<file path="config.mk">
export PLATFORM = sky130hd
export DESIGN_NAME = syn_fifo_wr_arb_flat
export DESIGN_NICKNAME = d
export VERILOG_FILES = /design/src/rtl/syn_fifo_wr_arb_if.sv /design/src/rtl/syn_fifo_wr_arb.sv /design/src/flat_wrapper.sv
export SDC_FILE = /design/constraint.sdc
export NUM_CORES = 1
export LEC_CHECK = 0
export BUFFER_PORTS_ARGS = -buffer_cell sky130_fd_sc_hd__clkbuf_2
export CAP_MARGIN = 0
export CORE_MARGIN = 2
export CORE_UTILIZATION = 46
export DETAILED_ROUTE_END_ITERATION = 8
export GPL_TIMING_DRIVEN = 0
export PLACE_DENSITY = 0.88
export SETUP_SLACK_MARGIN = 0.15
export SYNTH_ARGS = -nofsm -noshare
export SYNTH_HDL_FRONTEND = slang
export SYNTH_SLANG_ARGS = --single-unit
</file>
<file path="constraint.sdc">
create_clock -name clk_wr_i -period 2.3 [get_ports clk_wr_i]
set_clock_uncertainty 0.1 [all_clocks]
set_input_delay 0.23 -clock clk_wr_i [delete_from_list [all_inputs] [get_ports clk_wr_i]]
set_output_delay 0.23 -clock clk_wr_i [all_outputs]
set_load 0.02 [all_outputs]
</file>
<file path="src/rtl/syn_fifo_wr_arb_if.sv">
// Requester and FIFO write-side signals shared by the round-robin write arbiter.
// The arbiter connects through the slave modport; the producers and FIFO side use master.
interface syn_fifo_wr_arb_if #(
  parameter int NUM_REQ    = 4,
  parameter int DATA_WIDTH = 18
);
  logic [NUM_REQ-1:0]            req_valid_i;
  logic [NUM_REQ-1:0]            req_last_i;
  logic [NUM_REQ*DATA_WIDTH-1:0] req_data_i;
  logic [NUM_REQ-1:0]            req_ready_o;
  logic                          fifo_full_i;
  logic                          fifo_af_i;
  logic                          fifo_wr_o;
  logic [DATA_WIDTH-1:0]         fifo_data_o;
  logic [NUM_REQ-1:0]            grant_o;
  logic [$clog2(NUM_REQ)-1:0]    grant_id_o;
  logic                          busy_o;
  logic [31:0]                   wr_count_o;

  modport master (
    output req_valid_i, req_last_i, req_data_i, fifo_full_i, fifo_af_i,
    input  req_ready_o, fifo_wr_o, fifo_data_o, grant_o, grant_id_o, busy_o, wr_count_o
  );

  modport slave (
    input  req_valid_i, req_last_i, req_data_i, fifo_full_i, fifo_af_i,
    output req_ready_o, fifo_wr_o, fifo_data_o, grant_o, grant_id_o, busy_o, wr_count_o
  );
endinterface

</file>
<file path="src/rtl/syn_fifo_wr_arb.sv">
// Round-robin arbiter that shares one FIFO write port among NUM_REQ producers,
// one packet per grant, with a burst limit and a release on an idle producer.
module syn_fifo_wr_arb #(
  parameter int NUM_REQ    = 4,
  parameter int DATA_WIDTH = 18,
  parameter int MAX_BURST  = 8,
  parameter int IDLE_TMO   = 4,
  parameter int STOP_ON_AF = 1
) (
  input  logic               clk_wr_i,
  input  logic               rst_n_i,
  syn_fifo_wr_arb_if.slave   bus
);

  localparam int ID_W   = $clog2(NUM_REQ);
  localparam int BEAT_W = $clog2(MAX_BURST + 1);
  localparam int TMO_W  = $clog2(IDLE_TMO + 1);

  typedef enum logic {IDLE, XFER} state_t;

  state_t              state_q, state_nxt;
  logic [NUM_REQ-1:0]  grant_q;
  logic [ID_W-1:0]     grant_id_q;
  logic [ID_W-1:0]     ptr_q;
  logic [BEAT_W-1:0]   beat_cnt_q;
  logic [TMO_W-1:0]    tmo_cnt_q;
  logic [31:0]         wr_count_q;

  logic                sel_found;
  logic [ID_W-1:0]     sel_idx;
  logic                stall;
  logic                g_valid;
  logic                g_last;
  logic [DATA_WIDTH-1:0] g_data;
  logic                beat;
  logic                idle_cycle;
  logic                release_beat;
  logic                tmo_hit;
  logic                release_xfer;

  // Cyclic search starting just after the last winner, so the previous owner ranks last.
  always_comb begin
    sel_found = 1'b0;
    sel_idx   = '0;
    for (int i = 1; i <= NUM_REQ; i++) begin
      if (!sel_found && bus.req_valid_i[(int'(ptr_q) + i) % NUM_REQ]) begin
        sel_found = 1'b1;
        sel_idx   = ID_W'((int'(ptr_q) + i) % NUM_REQ);
      end
    end
  end

  always_comb begin
    stall        = bus.fifo_full_i | ((STOP_ON_AF != 0) & bus.fifo_af_i);
    g_valid      = bus.req_valid_i[grant_id_q];
    g_last       = bus.req_last_i[grant_id_q];
    g_data       = bus.req_data_i[int'(grant_id_q)*DATA_WIDTH +: DATA_WIDTH];
    beat         = (state_q == XFER) & g_valid & ~stall;
    idle_cycle   = (state_q == XFER) & ~g_valid & ~stall;
    release_beat = beat & (g_last | (beat_cnt_q == BEAT_W'(MAX_BURST - 1)));
    tmo_hit      = idle_cycle & (tmo_cnt_q == TMO_W'(IDLE_TMO - 1));
    release_xfer = release_beat | tmo_hit;
  end

  always_ff @(posedge clk_wr_i or negedge rst_n_i) begin
    if (!rst_n_i) state_q <= IDLE;
    else          state_q <= state_nxt;
  end

  always_comb begin
    state_nxt       = state_q;
    bus.req_ready_o = '0;
    bus.fifo_wr_o   = 1'b0;
    bus.fifo_data_o = '0;
    bus.busy_o      = 1'b0;
    bus.grant_o     = grant_q;
    bus.grant_id_o  = grant_id_q;
    bus.wr_count_o  = wr_count_q;
    case (state_q)
      IDLE: begin
        if (sel_found) state_nxt = XFER;
      end
      XFER: begin
        bus.busy_o      = 1'b1;
        bus.req_ready_o = stall ? '0 : grant_q;
        bus.fifo_wr_o   = beat;
        bus.fifo_data_o = g_data;
        if (release_xfer) state_nxt = IDLE;
      end
      default: state_nxt = IDLE;
    endcase
  end

  // Stalled cycles clear the idle counter, so a full FIFO can never force a release.
  always_ff @(posedge clk_wr_i or negedge rst_n_i) begin
    if (!rst_n_i) begin
      grant_q    <= '0;
      grant_id_q <= '0;
      ptr_q      <= ID_W'(NUM_REQ - 1);
      beat_cnt_q <= '0;
      tmo_cnt_q  <= '0;
      wr_count_q <= '0;
    end else begin
      if (beat) wr_count_q <= wr_count_q + 32'd1;
      if (state_q == IDLE) begin
        if (sel_found) begin
          grant_q    <= NUM_REQ'(1) << sel_idx;
          grant_id_q <= sel_idx;
          ptr_q      <= sel_idx;
        end
        beat_cnt_q <= '0;
        tmo_cnt_q  <= '0;
      end else if (release_xfer) begin
        grant_q    <= '0;
        grant_id_q <= '0;
        beat_cnt_q <= '0;
        tmo_cnt_q  <= '0;
      end else if (beat) begin
        beat_cnt_q <= beat_cnt_q + BEAT_W'(1);
        tmo_cnt_q  <= '0;
      end else if (stall) begin
        tmo_cnt_q  <= '0;
      end else begin
        tmo_cnt_q  <= tmo_cnt_q + TMO_W'(1);
      end
    end
  end

endmodule

</file>
<file path="src/flat_wrapper.sv">
// flat-port wrapper written by rule: the top's interface ports become plain ports
module syn_fifo_wr_arb_flat 
#(
  parameter int NUM_REQ    = 4,
  parameter int DATA_WIDTH = 18,
  parameter int MAX_BURST  = 8,
  parameter int IDLE_TMO   = 4,
  parameter int STOP_ON_AF = 1
)
  (clk_wr_i, rst_n_i, bus_req_valid_i, bus_req_last_i, bus_req_data_i, bus_fifo_full_i, bus_fifo_af_i, bus_req_ready_o, bus_fifo_wr_o, bus_fifo_data_o, bus_grant_o, bus_grant_id_o, bus_busy_o, bus_wr_count_o);
  syn_fifo_wr_arb_if #(.NUM_REQ(NUM_REQ), .DATA_WIDTH(DATA_WIDTH)) bus_i ();
  input  logic clk_wr_i;
  input  logic rst_n_i;
  input wire logic [$bits(bus_i.req_valid_i)-1:0] bus_req_valid_i;
  input wire logic [$bits(bus_i.req_last_i)-1:0] bus_req_last_i;
  input wire logic [$bits(bus_i.req_data_i)-1:0] bus_req_data_i;
  input wire logic [$bits(bus_i.fifo_full_i)-1:0] bus_fifo_full_i;
  input wire logic [$bits(bus_i.fifo_af_i)-1:0] bus_fifo_af_i;
  output wire logic [$bits(bus_i.req_ready_o)-1:0] bus_req_ready_o;
  output wire logic [$bits(bus_i.fifo_wr_o)-1:0] bus_fifo_wr_o;
  output wire logic [$bits(bus_i.fifo_data_o)-1:0] bus_fifo_data_o;
  output wire logic [$bits(bus_i.grant_o)-1:0] bus_grant_o;
  output wire logic [$bits(bus_i.grant_id_o)-1:0] bus_grant_id_o;
  output wire logic [$bits(bus_i.busy_o)-1:0] bus_busy_o;
  output wire logic [$bits(bus_i.wr_count_o)-1:0] bus_wr_count_o;
  assign bus_i.req_valid_i = bus_req_valid_i;
  assign bus_i.req_last_i = bus_req_last_i;
  assign bus_i.req_data_i = bus_req_data_i;
  assign bus_i.fifo_full_i = bus_fifo_full_i;
  assign bus_i.fifo_af_i = bus_fifo_af_i;
  assign bus_req_ready_o = bus_i.req_ready_o;
  assign bus_fifo_wr_o = bus_i.fifo_wr_o;
  assign bus_fifo_data_o = bus_i.fifo_data_o;
  assign bus_grant_o = bus_i.grant_o;
  assign bus_grant_id_o = bus_i.grant_id_o;
  assign bus_busy_o = bus_i.busy_o;
  assign bus_wr_count_o = bus_i.wr_count_o;
  syn_fifo_wr_arb #(.NUM_REQ(NUM_REQ), .DATA_WIDTH(DATA_WIDTH), .MAX_BURST(MAX_BURST), .IDLE_TMO(IDLE_TMO), .STOP_ON_AF(STOP_ON_AF)) u_core (.clk_wr_i(clk_wr_i), .rst_n_i(rst_n_i), .bus(bus_i));
endmodule
</file>
==> results of run 1 <==
-- timing repair --
| action | CTS | global route |
|---|---|---|
| endpoints found under the setup margin | 31 | 34 |
| pin swaps | 1 | 0 |
| buffers inserted | 7 | 7 |
| cloned | 0 | 1 |
| resized for setup | 26 | 28 |
| hold buffers | 0 | 0 |
-- metal layers --
layer | global-route usage, % | vias to the layer above
li1 | - | 1289
met1 | 33.7 | 1425
met2 | 39.4 | 118
met3 | 3.68 | 19
met4 | 8.79 | 0
met5 | 0 | -
-- kinds of logic after synthesis --
group	synth area share, %
buffers and inverters	3.58
muxes	16.2
xor gates and xnor gates	10.3
DFF	41.5
and+or+nand+nor	20.8
adders and majority gates	1.73
AOI/OAI and AO/OA	5.87
-- per-stage QoR --
step	area, um^2	hold WS [ns]	instances
floorplan	2900	-0.166	260
global placement	3720	0.319	480
detailed placement	3720	0.331	480
CTS	3970	0.0838	495
global route	4090	0.146	503
finish	4090	0.0461	503
-- flip-flops by register name, indices dropped and copies added (netlist names) --
signal and count:
u_core.state_q 1, u_core.beat_cnt_q 4, u_core.tmo_cnt_q 3, u_core.ptr_q 2, u_core.bus.grant_o 4, u_core.bus.grant_id_o 2
u_core.bus.wr_count_o 32
-- critical path: cells and delay by family (launching register included) --
kind | cells | cell delay (ns)
buffers and inverters | 4 | 0.62
DFF | 1 | 0.43
muxes | 1 | 0.31
and+or+nand+nor | 1 | 0.18
-- cell type report --
cell class                 count  share of cell area [%]
inverter                       7                   0.643
clock buffer                   6                    1.77
timing repair buffer         160                    21.9
buffer                        14                    3.70
clock inverter                 2                   0.857
tap                           75                    2.29
multi-input combinational    191                    39.4
sequential                    48                    29.5
-- final timing paths --
check / startpoint / end / slack, ns / cells after the start
max: u_core.bus.grant_id_o[1]$_DFFE_PN0P_ / bus_fifo_data_o[8] / 0.11 / 6
min: rst_n_i / u_core.bus.wr_count_o[17]$_DFFE_PN0P_ / 0.05 / 1
max reg2reg: u_core.bus.grant_id_o[1]$_DFFE_PN0P_ / u_core.bus.wr_count_o[17]$_DFFE_PN0P_ / 0.13 / 8
min reg2reg: u_core.tmo_cnt_q[0]$_DFF_PN0_ / u_core.tmo_cnt_q[0]$_DFF_PN0_ / 0.34 / 1
max in group asynchronous: rst_n_i / u_core.bus.grant_id_o[1]$_DFFE_PN0P_ / 1.28 / 1
min in group clk_wr_i: u_core.tmo_cnt_q[0]$_DFF_PN0_ / u_core.tmo_cnt_q[0]$_DFF_PN0_ / 0.34 / 1
-- cells in the final DEF, fill, tap and decap left out, drive strengths merged, types with 9 or more instances in the layout --
master  synthesis  layout
dfrtp          46      46
clkbuf          8     146
buf             6      34
and2           25      25
nor3            9       9
nand4          16      16
xor2            9       9
nand2          19      19
xnor2          25      25
nand3          10      10
nor2           11      11
mux4           19      19
-- report_power, final --
group          internal, mW  total, mW  switching (mW)
registers             0.974       1.12           0.143
logic                  1.08       2.19            1.11
clock network         0.323      0.603           0.280
total                  2.38       3.91            1.53
==> flow_summary.ini, run 1 <==
[detailed_routing]
drtIter0Drc = 154
vias_per_cell = 5.67
wirelength_mm = 8.90
routed.top_layer = met4
wire_per_inst_um = 17.7
route.met2.wl_mm = 4.49
dr.pass1.iters = 4
ant_nets = 0
drc = 0
m1WireLength_mm = 3.77
wl_met3_um = 474
vias = 2851

[clocking]
clkTransAtPathRegs_ns = 0.09
h-tree-depth = 2
cts_tree = done
numCtsBuffers = 5
clkSinkCount = 48
clk_latency_ns = 0.30
clockBufferDepth = 2
cts_root_buf = clkbuf_8

[floorplan]
core_area_um2 = 5990
die-area_um2 = 6950
start_util_pct = 48.4
die_w_um = 83.4
die_y_um = 83.4
num_rows = 28
ios = 146

[timing]
hold_violations = 0
fin_ws_ns = 0.112
setup_viol = 0
finalCriticalPeriod_ns = 2.19
finalSetupTns_ns = 0
worst_pin_slew_ns = 1.16
maxSlewHeadroom_pct = 22.8
period_share_pct = 95.1
fmax_ghz = 0.457
slew_violations = 0
rsz0062_at_grt = yes

[grt]
grt_usage_pct = 24.4
grt_antenna_before_repair = 0
grt_start_max_net_pins = 49
grt_pass1_wl_mm = 13.7
grt.overflow.total = 0
grt_pass1_vias = 2784

[power_and_ir_drop]
p_total_mw = 3.91
total_leakage_power_nw = 2.05
pwr_density_cell_nw_per_um2 = 957
worst_ir_drop_vdd_mv = 0.679

[logic_synthesis]
syn_area_um2 = 2900
synth-edff-count = 0
yosysTopAreaCell = dfrtp_1
synth.area.top_cells = dfrtp_1 40%, mux4_2 15%, xnor2_1 7.6%
synth_cell_types = 39
async_flop_share_pct = 100
ys_ff_latch = 48
syn_nets = 348
synth_top_area_share_pct = 39.7
synth_common_cells = 46 x dfrtp_1, 25 x and2_1, 25 x xnor2_1
yosysSeqAreaShare_pct = 41.5
ys_warn_count = 0
synth_ff_type = dfrtp_1
syn_avg_cell_area_um2 = 11.2
synth_most_common_cell = dfrtp_1
synth_cells = 260

[worst_setup_path]
path_class = reg -> out
slowest_delay_ns = 0.43
arrival_ns = 1.86
critPathLaunchType = flip-flop
cp_max_fo = 10
critPathSlowestCell = dfrtp_2
crit_required_ns = 1.97
cpMostUsedCell = clkbuf_8
crit_path_end_kind = output pin
path_cells = buf_6 > clkbuf_8 > clkbuf_8 > mux4_2 > and2_1 > buf_2

[finish]
drive_gt1_share_pct = 49.8
n_antenna_cell = 0
fillers = 433
ff_latch_area_um2 = 1200
multiInputGateArea_um2 = 1610
nets = 515
final_util_pct = 68.3
syn_to_final_growth_pct = 41.0

[outcome]
status = complete, no violations

[job]
cap_violations = 0

[placement]
pre_cts_ws_ns = -0.198
port_buffers = 145
routabilityCongestion = 0.807
dp_hpwl_mm = 6.49

[min_path]
hold_class = in -> async
(Power assumes the default switching activity.)
==> run 2: changes to the inputs <==
Settings changed: SETUP_SLACK_MARGIN 0.15 to unset.
==> run 2 against run 1 <==
Cell count shrank 2.8%. Flip-flop and latch count is the same. Core utilization shrank 2.7 points.
==> flow_summary.ini, run 2 (synthesized netlist as in run 1, its figures left out) <==
[worst_setup_path]
crit_path_end_kind = output pin
crit_required_ns = 1.97
critical_path_buf_inv_count = 3
r2r-end = u_core.bus.wr_count_o[17]$_DFFE_PN0P_
path_class = reg -> out
r2r_start = u_core.bus.grant_id_o[1]$_DFFE_PN0P_
rrSetupSlack_ns = 0.07
path_cells = buf_6 > mux4_2 > and2_4 > buf_4 > buf_2
arrival_ns = 1.92
worst_path_dominant_cell_family = multiplexers
critPathLaunchType = flip-flop
slowest_delay_ns = 0.57
cp_max_fo = 10
r2r_cells = 8
critPathSlowestCell = mux4_2

[finish]
drive_gt1_share_pct = 47.3
syn_to_final_growth_pct = 35.5
layout_commonest_cell = clkbuf_2
largest_reg_flops = 32
fillers = 476
fin_area_um2 = 3930
most-common-layout-cells = 144 x clkbuf_2, 45 x dfrtp_1, 25 x xnor2_1
fin_cells = 489
n_antenna_cell = 0
final_util_pct = 65.6
ff_latch_area_um2 = 1200
multiInputGateArea_um2 = 1600
nets = 501

[detailed_routing]
wire_per_inst_um = 15.9
drc = 0
dr.pass1.iters = 4
wirelength_mm = 7.76
vias_per_cell = 5.46
ant_nets = 0
vias = 2671
drtIter0Drc = 107

[min_path]
hold_class = in -> async

[placement]
pre_cts_ws_ns = -0.195
placedCellCount = 480
dp_hpwl_mm = 6.19
port_buffers = 145
dpl_cell_area_um2 = 3720
routabilityCongestion = 0.806

[grt]
grt_pass1_wl_mm = 13.3
grt_antenna_before_repair = 0
grt_pass1_vias = 2648
met1_usage_pct = 33.7
grt_usage_pct = 23.6
grt.overflow.total = 0
grt.met2_usage_pct = 36.5
grt_start_max_net_pins = 49
gr-usage-met3_pct = 3.88
grt.busiest_layer = met2

[power_and_ir_drop]
worst_ir_drop_vdd_mv = 0.694
total_leakage_power_nw = 1.96
pwr_density_cell_nw_per_um2 = 963
p_total_mw = 3.78

[clocking]
clockBufferDepth = 2
clkSinkCount = 48
clk_latency_ns = 0.30
cts_tree = done
clkTransAtPathRegs_ns = 0.09
numCtsBuffers = 5
h-tree-depth = 2
cts_root_buf = clkbuf_8

[timing]
hold_violations = 0
maxSlewHeadroom_pct = 22.3
worst_pin_slew_ns = 1.16
period_share_pct = 97.6
rsz0062_at_grt = no
finalCriticalPeriod_ns = 2.25
fin_ws_ns = 0.0548
setup_viol = 0
fin_hold_ws_ns = 0.0459
fmax_ghz = 0.445
slew_violations = 0
finalSetupTns_ns = 0

[floorplan]
die-area_um2 = 6950
core_area_um2 = 5990
die_w_um = 83.4
ios = 146
die_y_um = 83.4
start_util_pct = 48.4
num_rows = 28

[outcome]
status = complete, no violations

[job]
cap_violations = 0
## run 2: report_power, final
part	total [mW]	switching (mW)	internal [mW]
logic	1.84	0.997	0.845
registers	1.12	0.142	0.974
clock network	0.825	0.282	0.543
## run 2: layout make-up
cell class / instances / share of cell area [%]
plain buffers: 13 / 2.55
well taps: 75 / 2.39
clock buffers: 5 / 1.75
inverters: 7 / 0.669
multi-input cells: 191 / 40.8
repair buffers: 147 / 18.9
clock inverters: 3 / 2.29
flip-flops and latches: 48 / 30.7
## run 2: per-layer routing
layer  vias up  part of all wire (%)  routed length [um]
met5         -                     0                   0
met3        17                   5.6                 436
met4         0                   2.3                 179
met2        90                    48                3750
met1      1307                    44                3390
li1       1257                     -                   -
## run 2: timing repair
action                                  4_1_cts  5_1_grt
hold buffers                                  0        0
endpoints found under the setup margin       24       25
setup buffers                                 1        1
pin swaps                                     0        0
gates resized for setup                       8        9
## run 2: worst max path at each step
stage                                    startpoint             endpoint  slack [ns]  depth (start not counted)
2_1_floorplan  u_core.bus.grant_id_o[0]$_DFFE_PN0P_  bus_fifo_data_o[10]        0.05                          4
3_3_place_gp   u_core.bus.grant_id_o[1]$_DFFE_PN0P_   bus_fifo_data_o[9]       -0.12                          6
3_5_place_dp   u_core.bus.grant_id_o[1]$_DFFE_PN0P_   bus_fifo_data_o[9]       -0.20                          6
4_1_cts        u_core.bus.grant_id_o[1]$_DFFE_PN0P_        bus_fifo_wr_o       0.004                          5
5_1_grt        u_core.bus.grant_id_o[1]$_DFFE_PN0P_        bus_fifo_wr_o       0.003                          5
6_report       u_core.bus.grant_id_o[1]$_DFFE_PN0P_        bus_fifo_wr_o        0.05                          5
==> run 3: changes to the inputs <==
Settings changed: ABC_AREA set to 1, CORE_UTILIZATION 46 to 45, PLACE_DENSITY 0.88 to 0.85.
Clock period 2.3 ns to 1.87 ns, I/O delays scaled along.
==> run 3 against run 2 <==
Non-clock buffer count is 25 higher. Hold slack worse by 0.041 ns. Largest cell class unchanged. Setup slack worse by 0.092 ns. The flow now finishes with violations (setup timing). Critical endpoint is now bus_fifo_data_o[11]. Core utilization is 0.65 points lower.
==> flow_summary.ini, run 3 <==
[worst_setup_path]
critPathSlowestCell = dfrtp_2
crit_required_ns = 1.58
cp_max_fo = 10
critPathLaunchType = flip-flop
slowest_delay_ns = 0.44
r2r_cells = 9
arrival_ns = 1.62
r2r_start = u_core.bus.wr_count_o[0]$_DFFE_PN0P_
path_class = reg -> out
rrSetupSlack_ns = 0.04
cpMostUsedCell = buf_6
r2r-end = u_core.bus.wr_count_o[15]$_DFFE_PN0P_
path_cells = buf_6 > buf_6 > nor2_1 > nor2_2 > o21ai_1 > a21oi_1 > buf_4
crit_path_end_kind = output pin

[clocking]
cts_root_buf = clkbuf_8
h-tree-depth = 2
clockBufferDepth = 2
cts-hold-fix-buffers = 0
clk_latency_ns = 0.31
numCtsBuffers = 5
cts_tree = done
clkTransAtPathRegs_ns = 0.10
clkSinkCount = 48

[floorplan]
die_y_um = 93.5
core_area_um2 = 7730
die_w_um = 93.5
ios = 146
start_util_pct = 46.7
num_rows = 32
die-area_um2 = 8750

[logic_synthesis]
synth_top_area_share_pct = 31.9
syn_nets = 657
synth_ff_type = dfrtp_1
synth_cell_types = 32
yosysTopAreaCell = dfrtp_1
ys_ff_latch = 48
synth-edff-count = 0
syn_area_um2 = 3610
ys_warn_count = 0
synth_most_common_cell = nand2_1
yosysSeqAreaShare_pct = 33.4
synth_common_cells = 158 x nand2_1, 125 x nor2_1, 50 x inv_1
async_flop_share_pct = 100
synth.area.top_cells = dfrtp_1 32%, nand2_1 16%, nor2_1 13%
syn_avg_cell_area_um2 = 6.34
synth_cells = 569

[placement]
placedCellCount = 816
dp_hpwl_mm = 8.43
pre_cts_ws_ns = -0.191
routabilityCongestion = 0.950
port_buffers = 145
dpl_cell_area_um2 = 4460

[detailed_routing]
drtIter0Drc = 286
vias = 4494
vias_per_cell = 5.32
dr.pass1.iters = 7
wirelength_mm = 11.8
wire_per_inst_um = 13.9
drc = 0
ant_nets = 0

[finish]
syn_to_final_growth_pct = 39.1
fin_area_um2 = 5020
fin_cells = 844
largest_reg_flops = 32
most-common-layout-cells = 152 x nand2_1, 129 x clkbuf_2, 111 x nor2_1
drive_gt1_share_pct = 33.0
layout_commonest_cell = nand2_1
n_antenna_cell = 0
nets = 829

[grt]
grt_pass1_vias = 4224
grt_antenna_before_repair = 0
grt_pass1_wl_mm = 18.3
grt_usage_pct = 25.8
grt.overflow.total = 0
grt_start_max_net_pins = 49

[job]
cap_violations = 0

[timing]
period_share_pct = 102
rsz0062_at_grt = yes
finalCriticalPeriod_ns = 1.91
setup_viol = 8
slew_violations = 0
fmax_ghz = 0.524
fin_ws_ns = -0.0376
worst_pin_slew_ns = 1.19
maxSlewHeadroom_pct = 20.7
hold_violations = 0

[power_and_ir_drop]
p_total_mw = 6.54
total_leakage_power_nw = 2.64
pwr_density_cell_nw_per_um2 = 1300
worst_ir_drop_vdd_mv = 0.469

[outcome]
status = finished, violations left
violations = setup timing

[min_path]
hold_class = in -> async
-- run 3: cell types whose count changed after synthesis, moves of 19 or more --
cell     change
and2_1      -24
inv_1       +43
mux4_2      -19
nand2_1    +139
nor2_1     +114
o21ai_0     +35
-- run 3: cell type report --
class	count	area [um^2]
clock buffer	5	68.8
inverter	56	220
sequential	48	1210
fill	644	2710
multi-input combinational	445	2200
buffer	19	190
tap	102	128
timing repair buffer	166	957
clock inverter	3	42.5
-- run 3: power by group --
group	internal [mW]	total, mW	switching (mW)
registers	1.23	1.45	0.226
logic	1.76	4.31	2.55
clock network	0.396	0.767	0.371
-- run 3: through the flow --
stage          util (%)  hold slack (ns)  TNS (ns)
3_3_place_gp       57.7            0.319     -1.33
5_1_grt            64.9            0.100     -1.15
6_report           64.9          0.00527    -0.149
4_1_cts            61.8           0.0390         0
3_5_place_dp       57.7            0.324     -1.70
2_1_floorplan         -           -0.209         0
-- run 3: logic make-up after synthesis --
family | share of synthesized area (%)
AND/OR/NAND/NOR | 40.3
adder cells (fa/ha/maj) | 1.39
flip-flops | 33.4
buffers and inverters | 8.71
XOR/XNOR | 6.80
AO/OA/AOI/OAI | 9.40
-- run 3: worst max-delay path, delay by kind of cell (launching register included) --
| kind | cells | cell delay, ns |
|---|---|---|
| AOI/OAI and AO/OA | 2 | 0.27 |
| and+or+nand+nor | 2 | 0.14 |
| DFF | 1 | 0.44 |
| buffers and inverters | 3 | 0.46 |
-- run 3: worst max-delay path by stage --
stage / startpoint / end / slack, ns / depth (start not counted)
5_1_grt: u_core.bus.grant_id_o[0]$_DFFE_PN0P_ / bus_fifo_data_o[4] / -0.11 / 7
2_1_floorplan: u_core.bus.wr_count_o[1]$_DFFE_PN0P_ / u_core.bus.wr_count_o[16]$_DFFE_PN0P_ / 0.01 / 8
4_1_cts: u_core.bus.grant_id_o[1]$_DFFE_PN0P_ / bus_fifo_data_o[11] / 0.003 / 7
3_3_place_gp: u_core.bus.grant_id_o[1]$_DFFE_PN0P_ / bus_fifo_data_o[12] / -0.16 / 7
6_report: u_core.bus.grant_id_o[0]$_DFFE_PN0P_ / bus_fifo_data_o[11] / -0.04 / 7
3_5_place_dp: u_core.bus.grant_id_o[1]$_DFFE_PN0P_ / bus_fifo_data_o[12] / -0.19 / 7
-- run 3: what timing repair did --
action | in CTS | in global routing
setup buffers | 11 | 10
gates resized for setup | 46 | 95
setup endpoints to repair | 23 | 54
pin swaps | 4 | 15
cloned | 0 | 0
-- run 3: routing by layer --
metal	share of wire, %	up-vias	GRT usage [%]
met3	7.5	47	4.27
li1	-	2126	-
met2	49	247	44.0
met5	0	-	0
met1	40	2074	31.9
met4	2.9	0	11.6
